`src/rtl/dmux4way16_buf.sv`:
```
// Registered 4-way demultiplexer: a single valid/ready input stream is routed by sel
// or a round-robin pointer into four one-entry channel buffers, each with its own handshake.
module dmux4way16_buf #(
    parameter int WIDTH = 16
) (
    input  logic             clk,
    input  logic             reset,
    input  logic [WIDTH-1:0] in,
    input  logic [1:0]       sel,
    input  logic             auto,
    input  logic             in_valid,
    output logic             in_ready,
    output logic [WIDTH-1:0] out_a,
    output logic [WIDTH-1:0] out_b,
    output logic [WIDTH-1:0] out_c,
    output logic [WIDTH-1:0] out_d,
    output logic             valid_a,
    output logic             valid_b,
    output logic             valid_c,
    output logic             valid_d,
    input  logic             ready_a,
    input  logic             ready_b,
    input  logic             ready_c,
    input  logic             ready_d,
    output logic [1:0]       ptr,
    output logic [15:0]      xfer_count
);

    typedef enum logic {EMPTY = 1'b0, FULL = 1'b1} chan_state_t;

    chan_state_t      state [4];
    logic [WIDTH-1:0] data  [4];
    logic [3:0]       chan_ready;
    logic [3:0]       load;
    logic [3:0]       drain;
    logic [1:0]       dst;
    logic             accept;

    assign chan_ready = {ready_d, ready_c, ready_b, ready_a};

    // A full slot can still take a new word when its consumer drains on the same edge.
    always_comb begin
        dst      = auto ? ptr : sel;
        in_ready = (state[dst] == EMPTY) | chan_ready[dst];
        accept   = in_valid & in_ready;
        load     = '0;
        drain    = '0;
        for (int i = 0; i < 4; i++) begin
            load[i]  = accept && (dst == 2'(i));
            drain[i] = (state[i] == FULL) && chan_ready[i];
        end
    end

    always_ff @(posedge clk) begin
        if (reset) begin
            for (int i = 0; i < 4; i++) begin
                state[i] <= EMPTY;
                data[i]  <= '0;
            end
            ptr        <= '0;
            xfer_count <= '0;
        end else begin
            for (int i = 0; i < 4; i++) begin
                if (load[i]) begin
                    data[i]  <= in;
                    state[i] <= FULL;
                end else if (drain[i]) begin
                    state[i] <= EMPTY;
                end
            end
            if (accept) begin
                xfer_count <= xfer_count + 16'd1;
                if (auto) begin
                    ptr <= ptr + 2'd1;
                end
            end
        end
    end

    assign out_a   = data[0];
    assign out_b   = data[1];
    assign out_c   = data[2];
    assign out_d   = data[3];
    assign valid_a = (state[0] == FULL);
    assign valid_b = (state[1] == FULL);
    assign valid_c = (state[2] == FULL);
    assign valid_d = (state[3] == FULL);

endmodule

```
`config.mk`:
```
export PLATFORM = sky130hd
export DESIGN_NAME = dmux4way16_buf
export DESIGN_NICKNAME = d
export VERILOG_FILES = /design/src/rtl/dmux4way16_buf.sv
export SDC_FILE = /design/constraint.sdc
export NUM_CORES = 1
export LEC_CHECK = 0
export CORE_ASPECT_RATIO = 0.8
export CORE_MARGIN = 2
export CORE_UTILIZATION = 40
export DETAILED_ROUTE_END_ITERATION = 16
export GPL_ROUTABILITY_DRIVEN = 0
export PLACE_DENSITY = 0.8
export RECOVER_POWER = 50
export SLEW_MARGIN = 10
export SYNTH_ARGS = -nofsm -noshare
export SYNTH_HDL_FRONTEND = slang
export SYNTH_SLANG_ARGS = --single-unit
```
`constraint.sdc`:
```
create_clock -name clk -period 4.1 [get_ports clk]
set_input_delay 0.41 -clock clk [delete_from_list [all_inputs] [get_ports clk]]
set_output_delay 0.41 -clock clk [all_outputs]
set_load 0.005 [all_outputs]
```
==> flow_summary.ini, run 1 <==
[worst_setup_path]
worstSetupStartpointType = primary input
arrival_ps = 3370
path_class = in -> reg
crit_required_ps = 4220
reg2reg_slack_ps = 1230
worstSetupStartpoint = auto
r2r_cells = 6
endpoint = state[0]$_SDFFCE_PN0P_
rr_endpoint = state[0]$_SDFFCE_PN0P_
r2r_start = ptr[1]$_SDFFE_PP0P_
cp-end-kind = flop
cp_max_fo = 18

[timing]
setup_viol = 0
skew_ps = 15.4
relSlewSlack_pct = 38.5
rsz0062_at_grt = false
slew_violations = 0
fin_tns_setup_ps = 0
tightest_slew_ps = 923
fin_crit_ps = 3250
fmax_ghz = 0.307
fin_crit_sh_pct = 79.3
final-hold-violation-count = 0

[clock_network]
clk_pin_slew_ps = 90
clk_latency_ps = 360
cts_tree = yes
cts_made_buffers = 9
cts_root_buf = clkbuf_8
cts_htree_levels = 3
clock_sink_count = 86
post-cts-setup-buffer-count = 0
clockBufferDepth = 2
hold_buffers = 0
ctsResizeCount = 0

[logic_synthesis]
yosysUniqueCellTypes = 35
synth-seq-cells = 86
yosys_most_used_dff = edfxtp_1
ys_warn_count = 0
synth-edff-count = 68
synthCells = 292
syn-cell-area_um2 = 3520
synth_area_leaders = edfxtp_1, dfxtp_1, nor2_1
async_reset_ff_share_pct = 0
yosysTopAreaCell = edfxtp_1
syn_nets = 319
synth_top_area_share_pct = 58.0
syn_avg_cell_area_um2 = 12.1
ys_seq_area_share_pct = 68.2

[job]
maxCapViolCount = 0

[detailed_routing]
drc = 0
firstDrtPassIters = 5
drt-total-wl_mm = 8.80
wl_per_cell_um = 16.7
viasPerCell = 5.17
vias = 2729
drt-initial-drc-count = 123
drt.antenna.violating_nets = 0

[finish]
fin_area_um2 = 4950
syn_to_final_growth_pct = 40.6
layout.cells.most_common = dlygate4sd3_1
final_cell_mix = dlygate4sd3_1, nor2_1, edfxtp_1
drive_above_1_share_pct = 6.97
seq_area_um2 = 2400
diodes = 0
multi_input_area_um2 = 1060
nets = 438
fillers = 698

[floorplanning]
ios = 113
die_x_um = 109
core_area_um2 = 8520
fp.dieH_um = 87.9
start_util_pct = 41.3
die-area_um2 = 9580
rows = 30

[status]
status = finished clean

[placed_design]
dp_hpwl_mm = 6.27
io_buffers = 112
dpl_cell_area_um2 = 4790

[min_path]
hold_class = reg -> reg
worstHoldPathCells = 2

[grt]
overflow = 0
antenna_found_initial = 0
grt_use_total_pct = 18.9
grt_pass1_vias = 2609
grt_pass1_wl_mm = 13.3
grt_max_degree = 41

[power]
max-vdd-ir-drop_v = 0.000162
power_per_cell_area_nw_per_um2 = 354
p_leak_nw = 1.93
[cell usage after synthesis (3+ instances only)]
master / count
a21oi_1: 9
mux2_2: 7
a21o_1: 4
edfxtp_1: 68
clkbuf_1: 9
or3_1: 7
nand2_1: 5
mux2i_1: 4
inv_1: 6
nor3_1: 7
nor2_1: 77
nand3_1: 9
nand4_1: 3
dfxtp_1: 18
o21ai_0: 6
nor2b_1: 6
nand2b_1: 25
[state kept, by name (all words and copies together), names as in the netlist]
signal      count
data           64
xfer_count     16
state           4
ptr             2
[power by group]
group	leakage (nW)	internal, mW	switching (mW)
Clock	0.0866	0.222	0.310
Combinational	0.983	0.106	0.104
Sequential	0.858	0.990	0.0207
Total	1.93	1.32	0.435
[worst max-delay path: stages]
cell and delay (ps):
dlygate4sd3_1 680, mux2i_1 200, and2_0 230, nand3_1 70, clkbuf_1 690, nand2b_1 720
a21o_1 360
[logic make-up after synthesis]
kind of cell               synth area share, %
AOI/OAI and AO/OA                         5.75
adders and majority gates                0.355
buffers and inverters                     1.74
xor gates and xnor gates                 0.249
DFF                                       68.2
muxes                                     4.19
and+or+nand+nor                           19.5
[worst min path at each step]
stage	end	from	slack, ps
after floorplan	xfer_count[1]$_SDFFE_PP0P_	xfer_count[1]$_SDFFE_PP0P_	480
after global placement	xfer_count[1]$_SDFFE_PP0P_	xfer_count[1]$_SDFFE_PP0P_	470
after detailed placement	xfer_count[14]$_SDFFE_PP0P_	xfer_count[14]$_SDFFE_PP0P_	490
after CTS	xfer_count[14]$_SDFFE_PP0P_	xfer_count[14]$_SDFFE_PP0P_	500
after global routing	xfer_count[14]$_SDFFE_PP0P_	xfer_count[14]$_SDFFE_PP0P_	530
final	xfer_count[14]$_SDFFE_PP0P_	xfer_count[14]$_SDFFE_PP0P_	500
[routing by layer]
metal / vias to the layer above / global-route usage, % / wire length, um / share of wire (%)
met3: 17 / 5.58 / 771 / 8.8
met5: - / 0 / 0 / 0
met2: 125 / 30.7 / 4260 / 48
met1: 1323 / 23.8 / 3570 / 41
met4: 0 / 8.16 / 191 / 2.2
li1: 1264 / - / - / -
[per-stage QoR]
stage | util (%) | hold slack, ps | instances | power (mW) | setup slack, ps
detailed placement | 56.2 | 489 | 512 | 1.26 | 999
global placement | 56.2 | 474 | 512 | 1.26 | 1120
finish | 58.1 | 500 | 528 | 1.75 | 848
CTS | 58.2 | 504 | 528 | 1.78 | 1300
floorplan | - | 477 | 292 | 1.11 | 2080
global route | 58.1 | 533 | 528 | 1.81 | 642
[area by class of cell]
cell class	instances	share of cell area [%]
flip-flops and latches	86	48.5
repair buffers	118	23.4
multi-input cells	190	21.3
well taps	112	2.83
clock buffers	9	2.50
clock inverters	7	0.985
inverters	6	0.455
Power figures use the tool's default switching activity.
==> inputs of run 2 (changes only) <==
==> constraint.sdc (replaced) <==
create_clock -name clk -period 3.26 [get_ports clk]
set_input_delay 0.326 -clock clk [delete_from_list [all_inputs] [get_ports clk]]
set_output_delay 0.326 -clock clk [all_outputs]
set_load 0.005 [all_outputs]
==> run 2 against run 1 <==
Effect of this change:
- final area grew 1.6%
- sequential share of layout area is 0.76 points lower
- sequential power is 26% higher
- wire length rose by 1.7%
- clock-buffer cell count increased by 2
- die area stayed put
- critical path depth fell by 2
- non-clock buffer count rose by 6
- clock power grew 48%
- critical path type is now in -> out
- critical endpoint is now in_ready
==> flow_summary.ini, run 2 (same netlist as run 1, synthesis figures left out) <==
[clock_network]
clk_pin_slew_ps = 80
cts_tree = yes
clock_sink_count = 86
ctsResizeCount = 0
cts_htree_levels = 3
hold_buffers = 0
cts_root_buf = clkbuf_8
clockBufferDepth = 2
cts_made_buffers = 9
clk_latency_ps = 350
post-cts-setup-buffer-count = 0

[power]
p_leak_nw = 1.97
finalPower_mw = 2.32
max-vdd-ir-drop_v = 0.000251
power_per_cell_area_nw_per_um2 = 462

[worst_setup_path]
max_stage_delay_ps = 700
cp_common_cell = mux2i_1
crit_required_ps = 2930
cp_slowest_cell = dlygate4sd3_1
worstSetupStartpointType = primary input
path_cells = dlygate4sd3_1 > mux2i_2 > mux2i_1 > mux2i_1 > clkdlybuf4s50_1
path_class = in -> out
cp_max_fo = 5
arrival_ps = 2400
cp-end-kind = output pin

[finish]
final_util_pct = 59.0
largestRegisters = data x64, xfer_count x16, state x4
final_cell_mix = dlygate4sd3_1, nor2_1, edfxtp_1
largest-register = data
layout.cells.most_common = dlygate4sd3_1
diodes = 0
largest_reg_flops = 64
syn_to_final_growth_pct = 42.8
drive_above_1_share_pct = 8.31
nets = 444

[timing]
setup_viol = 0
fin_crit_sh_pct = 83.6
final-hold-violation-count = 0
fin_crit_ps = 2730
rsz0062_at_grt = false
fin_tns_setup_ps = 0
tightest_slew_ps = 967
slew_violations = 0
skew_ps = 9.85
relSlewSlack_pct = 35.5
fin_hold_ws_ps = 495
fmax_ghz = 0.367

[floorplanning]
ios = 113
fp.dieH_um = 87.9
rows = 30
die-area_um2 = 9580
core_area_um2 = 8520
start_util_pct = 41.3
die_x_um = 109

[grt]
grt_max_degree = 34
grt_use_total_pct = 19.1
grt_pass1_vias = 2660
antenna_found_initial = 0
grt_pass1_wl_mm = 13.4
overflow = 0

[detailed_routing]
firstDrtPassIters = 4
drt-total-wl_mm = 8.95
drc = 0
drt.antenna.violating_nets = 0
wl_per_cell_um = 16.8
viasPerCell = 5.01
drt-initial-drc-count = 125
vias = 2671

[min_path]
hold_class = reg -> reg

[status]
status = finished clean

[job]
maxCapViolCount = 0

[placed_design]
dp_hpwl_mm = 6.36
io_buffers = 112
-- run 2: cell count changes in the layout (fill, tap and decap cells not counted) --
cell,change
nand2b_1,-1
clkinv_4,-1
inv_8,-1
nand2b_2,+1
bufinv_16,+2
clkinv_1,-2
clkbuf_1,+2
inv_6,-1
buf_4,+6
-- run 2: area by class of cell --
type / count / area [um^2]
Sequential cell: 86 / 2400
Clock inverter: 4 / 72.6
Fill cell: 709 / 3490
Timing Repair Buffer: 124 / 1200
Tap cell: 112 / 140
Clock buffer: 11 / 131
Inverter: 6 / 22.5
Multi-Input combinational cell: 190 / 1060
-- run 2: worst paths after layout --
check	startpoint	depth (start not counted)	slack, ps	end
setup / recovery	auto	5	530	in_ready
hold / removal	xfer_count[1]$_SDFFE_PP0P_	2	490	xfer_count[1]$_SDFFE_PP0P_
setup reg to reg	ptr[1]$_SDFFE_PP0P_	6	920	data[1][11]$_SDFFCE_PN0P_
hold reg to reg	xfer_count[1]$_SDFFE_PP0P_	2	490	xfer_count[1]$_SDFFE_PP0P_
-- run 2: through the flow --
step | worst slack, ps | std cells | cell area (um^2)
after floorplan | 1320 | 292 | 3520
after global placement | 577 | 518 | 4830
after detailed placement | 484 | 518 | 4830
after CTS | 614 | 533 | 5040
after global routing | 373 | 533 | 5030
final | 534 | 533 | 5030
-- run 2: routing by layer --
layer  up-vias  GRT usage (%)  part of all wire, %
met5         -              0                    0
met4         0           6.99                  1.7
met3        12           5.88                  6.5
met2       115           31.4                   48
met1      1266           24.0                   44
li1       1278              -                    -
-- run 2: power breakdown --
group	total, mW	switching (mW)	internal [mW]
sequential	1.27	0.0231	1.24
clock	0.785	0.358	0.427
combinational	0.274	0.134	0.140
total	2.32	0.515	1.81
-- run 2: worst max-delay path: cells and delay by family --
family | cells | cell delay, ps
buf+inv | 2 | 1160
mux | 3 | 910
==> inputs of run 3 (changes only) <==
==> constraint.sdc (replaced) <==
create_clock -name clk -period 2.6 [get_ports clk]
set_input_delay 0.26 -clock clk [delete_from_list [all_inputs] [get_ports clk]]
set_output_delay 0.26 -clock clk [all_outputs]
set_load 0.005 [all_outputs]
==> run 3 against run 2 <==
Effect of this change:
- clock skew is 3.8 ps lower
- wire length is 0.13% lower
- utilization is 1.2 points higher
- worst hold slack better by 3.2 ps
- register-to-register slack worse by 500 ps
- clock power is 30% higher
- global-route usage is 0.22 points higher
- critical path depth is 1 higher
==> flow_summary.ini, run 3 (same netlist as run 1, synthesis figures left out) <==
[status]
status = finished clean

[min_path]
hold_class = reg -> reg
holdPathEnd = xfer_count[1]$_SDFFE_PP0P_
worstHoldPathCells = 2
hold_start = xfer_count[1]$_SDFFE_PP0P_

[detailed_routing]
drt-total-wl_mm = 8.93
drt.antenna.violating_nets = 0
drt-initial-drc-count = 117
firstDrtPassIters = 4
drc = 0
wl_per_cell_um = 16.5
vias = 2700
viasPerCell = 4.97

[worst_setup_path]
max_stage_delay_ps = 620
r2r_start = xfer_count[5]$_SDFFE_PP0P_
cp_max_fo = 5
path_class = in -> out
cp_slowest_cell = clkdlybuf4s50_1
path_cells = clkdlybuf4s50_1 > mux2_4 > mux2i_1 > buf_4 > mux2i_1 > clkdlybuf4s50_1
crit_buf_inv = 3
r2r_cells = 5
worstSetupStartpointType = primary input
cpLargestDelayFamily = buffers and inverters
rr_endpoint = xfer_count[15]$_SDFFE_PP0P_
cp-end-kind = output pin
crit_required_ps = 2340
reg2reg_slack_ps = 420
arrival_ps = 2180

[timing]
setup_viol = 0
fin_crit_sh_pct = 93.9
fmax_ghz = 0.410
fin_hold_ws_ps = 498
rsz0062_at_grt = false
slew_violations = 0
skew_ps = 6.09
tightest_slew_ps = 970
fin_ws_ps = 159
fin_crit_ps = 2440
final-hold-violation-count = 0
relSlewSlack_pct = 35.3
fin_tns_setup_ps = 0

[finish]
stdcell_count = 543
final_util_pct = 60.2
layout.cells.most_common = dlygate4sd3_1
nets = 453
final_cell_mix = dlygate4sd3_1, nor2_1, edfxtp_1
largest-register = data
largestRegisters = data x64, xfer_count x16, state x4
drive_above_1_share_pct = 10.2
syn_to_final_growth_pct = 45.7
largest_reg_flops = 64
fin_area_um2 = 5130
fillers = 725
diodes = 0

[power]
finalPower_mw = 2.97
p_leak_nw = 2.02
power_per_cell_area_nw_per_um2 = 579
max-vdd-ir-drop_v = 0.000441

[clock_network]
cts_htree_levels = 3
clock_sink_count = 86
hold_buffers = 0
cts_root_buf = clkbuf_8
clk_pin_slew_ps = 80
cts_made_buffers = 9
ctsResizeCount = 0
clockBufferDepth = 2
cts_tree = yes
post-cts-setup-buffer-count = 0
clk_latency_ps = 340

[grt]
overflow = 0
grt_pass1_vias = 2692
grt_use_total_pct = 19.3
antenna_found_initial = 0
grt_pass1_wl_mm = 13.6
grt_max_degree = 39

[placed_design]
io_buffers = 112
dp.cells = 527
dpl_cell_area_um2 = 4930
dp_hpwl_mm = 6.52
dpl_worst_slack_ps = 25.6

[floorplanning]
die_x_um = 109
ios = 113
die-area_um2 = 9580
start_util_pct = 41.3
rows = 30
fp.dieH_um = 87.9
core_area_um2 = 8520

[job]
maxCapViolCount = 0
[run 3: final cells by class]
class                   instances  area (um^2)  share of cell area, %
clock buffers                   9          124                   2.41
clock inverters                 7         97.6                   1.90
inverters                       6         22.5                  0.439
multi-input cells             190         1060                   20.6
flip-flops and latches         86         2400                   46.8
well taps                     112          140                   2.73
repair buffers                133         1290                   25.1
[run 3: worst max path at each step]
stage                                   start                           to  slack (ps)  cells after the start
after floorplan           ptr[0]$_SDFFE_PP0P_  xfer_count[15]$_SDFFE_PP0P_         700                      5
after global placement                   auto  xfer_count[15]$_SDFFE_PP0P_          90                      6
after detailed placement                 auto  xfer_count[15]$_SDFFE_PP0P_          30                      6
after CTS                                auto                     in_ready         140                      6
after global routing                     auto                     in_ready         100                      6
final                                    auto                     in_ready         160                      6
[run 3: power by group]
part / internal [mW] / switching, mW / leakage [nW]
Clock: 0.545 / 0.480 / 0.107
Sequential: 1.56 / 0.0284 / 0.858
Combinational: 0.188 / 0.172 / 1.06
[run 3: layer usage]
metal | vias to the layer above | wire length (um) | GRT usage [%]
met5 | - | 0 | 0
met4 | 0 | 105 | 7.93
met3 | 6 | 617 | 5.21
met2 | 109 | 4420 | 31.7
met1 | 1282 | 3790 | 24.5
li1 | 1303 | - | -
[run 3: worst reg2reg max path: stages, from the launching register on]
cell and delay, ps:
dfxtp_1 420, nand4_1 270, nor3_1 370, nand3_1 190, a2111oi_1 440, mux2_2 380
==> RTL change (settings of run 2) <==
Set the parameter `WIDTH` to 12 (it was 16).
--- a/src/rtl/dmux4way16_buf.sv
+++ b/src/rtl/dmux4way16_buf.sv
@@ -1,7 +1,7 @@
 // Registered 4-way demultiplexer: a single valid/ready input stream is routed by sel
 // or a round-robin pointer into four one-entry channel buffers, each with its own handshake.
 module dmux4way16_buf #(
-    parameter int WIDTH = 16
+    parameter int WIDTH = 12
 ) (
     input  logic             clk,
     input  logic             reset,
Interface: changed (5 resized); port bits go from 113 to 93. No check against the original RTL was run, so the function may have changed too.
==> RTL change against run 2 <==
Power fell by 18%. Worst setup slack got worse by 49 ps. Final area fell by 18%. Area after synthesis shrank 18%. Wire length shrank 19%. Sequential cell count decreased by 16. Synthesized cell count decreased by 15%. Largest cell class unchanged.
==> RTL change: results (changes against run 2) <==
| Metric | Value |
|---|---|
| Worst path top cell family by delay | `buffers and inverters (unchanged)` |
| Synth warnings | `0 (unchanged)` |
| First-pass GRT wire length | `11.5 mm (was 13.4 mm)` |
| Number of enable flip-flop cells after synthesis | `52 (was 68)` |
| Worst R2R Start | `ptr[0] (was ptr[1])` |
| Syn_nets | `271 (was 319)` |
| Clk Latency, worst-skew pair | `350 ps (about the same)` |
| Lkg Pwr | `1.59 nW (was 1.97 nW)` |
| Flop-to-flop setup slack | `870 ps (was 920 ps)` |
| Dpl hpwl | `5.25 mm (was 6.36 mm)` |
| Slowest-stage cell, CP | `dlygate4sd3_1 (unchanged)` |
| Synth unique cells | `29 (was 35)` |
| Top post-synthesis cells by area | `edfxtp_1, dfxtp_1, nor2_1 (unchanged)` |
| Reg-to-reg endpoint | `data[3][0] (was data[1][11])` |
| Vias in the first global route | `2327 (was 2660)` |
| Max incr delay on CP | `640 ps (was 700 ps)` |
| H-Tree Depth | `3 (unchanged)` |
| Worst IR drop on VDD | `0.279 mV (was 0.251 mV)` |
| # nets final | `373 (was 444)` |
| Crit Path Max Fanout | `6 (was 5)` |
| Drt first-iter violations | `109 (was 125)` |
| Via/cell ratio | `5.22 (was 5.01)` |
| Clock transition at path regs | `80 ps (about the same)` |
| Initial antenna violation count | `0 (unchanged)` |
| Drt wl/cell | `16.4 um (was 16.8 um)` |
| Layout cells sized above 1 | `7.04% (was 8.31%)` |
| Placed cell area | `0.00395 mm^2 (was 0.00483 mm^2)` |
| Post-CTS Setup Repair Bufs | `0 (unchanged)` |
| CTS Buf Count | `9 (unchanged)` |
| Least-Margin Pin Slew | `698 ps (was 967 ps)` |
| Fill count | `588 (was 709)` |
| Top flop regs | `data: 48 flops, xfer_count: 16 flops, state: 4 flops (was data: 64 flops, xfer_count: 16 flops, state: 4 flops)` |
| Status | `complete, no violations (unchanged)` |
| Total track usage | `19.1% (about the same)` |
| Clk_skew | `9.58 ps (was 9.85 ps)` |
| IO buf count | `92 (was 112)` |
| Hold-critical path depth | `2 (unchanged)` |
| Critical Path Start Type | `input port (unchanged)` |
| Hold_sp | `xfer_count[15] (was xfer_count[1])` |
| Async S/R FF share, synth | `0% (unchanged)` |
| Synth top cells by count | `nor2_1, edfxtp_1, nand2b_1 (unchanged)` |
| Largest net degree at the start of global routing | `31 (was 34)` |
| TritonRoute pass-1 iters | `4 (unchanged)` |
| Sequential area share after synthesis | `66.4% (was 68.2%)` |
## RTL change: cell types whose count changed in the layout (fill, tap and decap cells not counted), moves of 5 or more
cell,change
nor2_1,-19
a21oi_1,+5
nor3_1,-5
o31ai_1,+7
edfxtp_1,-16
or4_1,+7
mux2_2,-5
dlygate4sd3_1,-16
## RTL change: per-stage QoR
step | setup slack, ps | std cells | hold WS, ps | utilization (%)
3_3_place_gp | 690 | 426 | 462 | 56.7
2_1_floorplan | 1330 | 248 | 468 | -
6_report | 485 | 442 | 489 | 59.1
5_1_grt | 327 | 442 | 529 | 59.1
4_1_cts | 651 | 442 | 496 | 59.3
3_5_place_dp | 586 | 426 | 485 | 56.7
## RTL change: worst min-delay path by stage
stage	endpoint	slack, ps
floorplan	xfer_count[15]	470
global placement	xfer_count[15]	460
detailed placement	xfer_count[15]	480
CTS	xfer_count[15]	500
global route	xfer_count[6]	530
finish	xfer_count[15]	490
## RTL change: tightest hold or removal path, delay by kind of cell (launching register included)
family,cells,cell delay (ps)
DFF,1,330
AOI/OAI and AO/OA,2,120
## RTL change: logic make-up (layout without fill, tap and decap cells)
family | count (synthesis) | count (layout) | share of synthesized area, %
xor+xnor | 1 | 1 | 0.303
mux | 8 | 8 | 2.98
buf+inv | 15 | 122 | 2.21
simple gates | 120 | 120 | 20.3
compound gates | 33 | 33 | 7.31
flops | 70 | 70 | 66.4
fa+ha+maj | 1 | 1 | 0.432
## RTL change: cell type report
cell class / count / area, um^2 / area share [%]
inverter: 5 / 18.8 / 0.456
clock inverter: 7 / 61.3 / 1.49
multi-input combinational: 163 / 903 / 22.0
tap: 87 / 109 / 2.65
sequential: 70 / 1920 / 46.7
clock buffer: 9 / 124 / 3.01
timing repair buffer: 101 / 977 / 23.7
## RTL change: metal layers
layer	global-route usage [%]	vias up	share of wire (%)	wire length, um
met1	22.3	1108	40	2930
met3	5.74	15	7.2	525
met4	8.22	0	2.0	144
li1	-	1096	-	-
met2	33.0	87	50	3660
met5	0	-	0	0
## RTL change: power by group
part | total (mW) | internal (mW) | switching, mW
logic | 0.224 | 0.114 | 0.110
registers | 1.02 | 1.00 | 0.0196
clock network | 0.657 | 0.292 | 0.365
total | 1.90 | 1.41 | 0.494
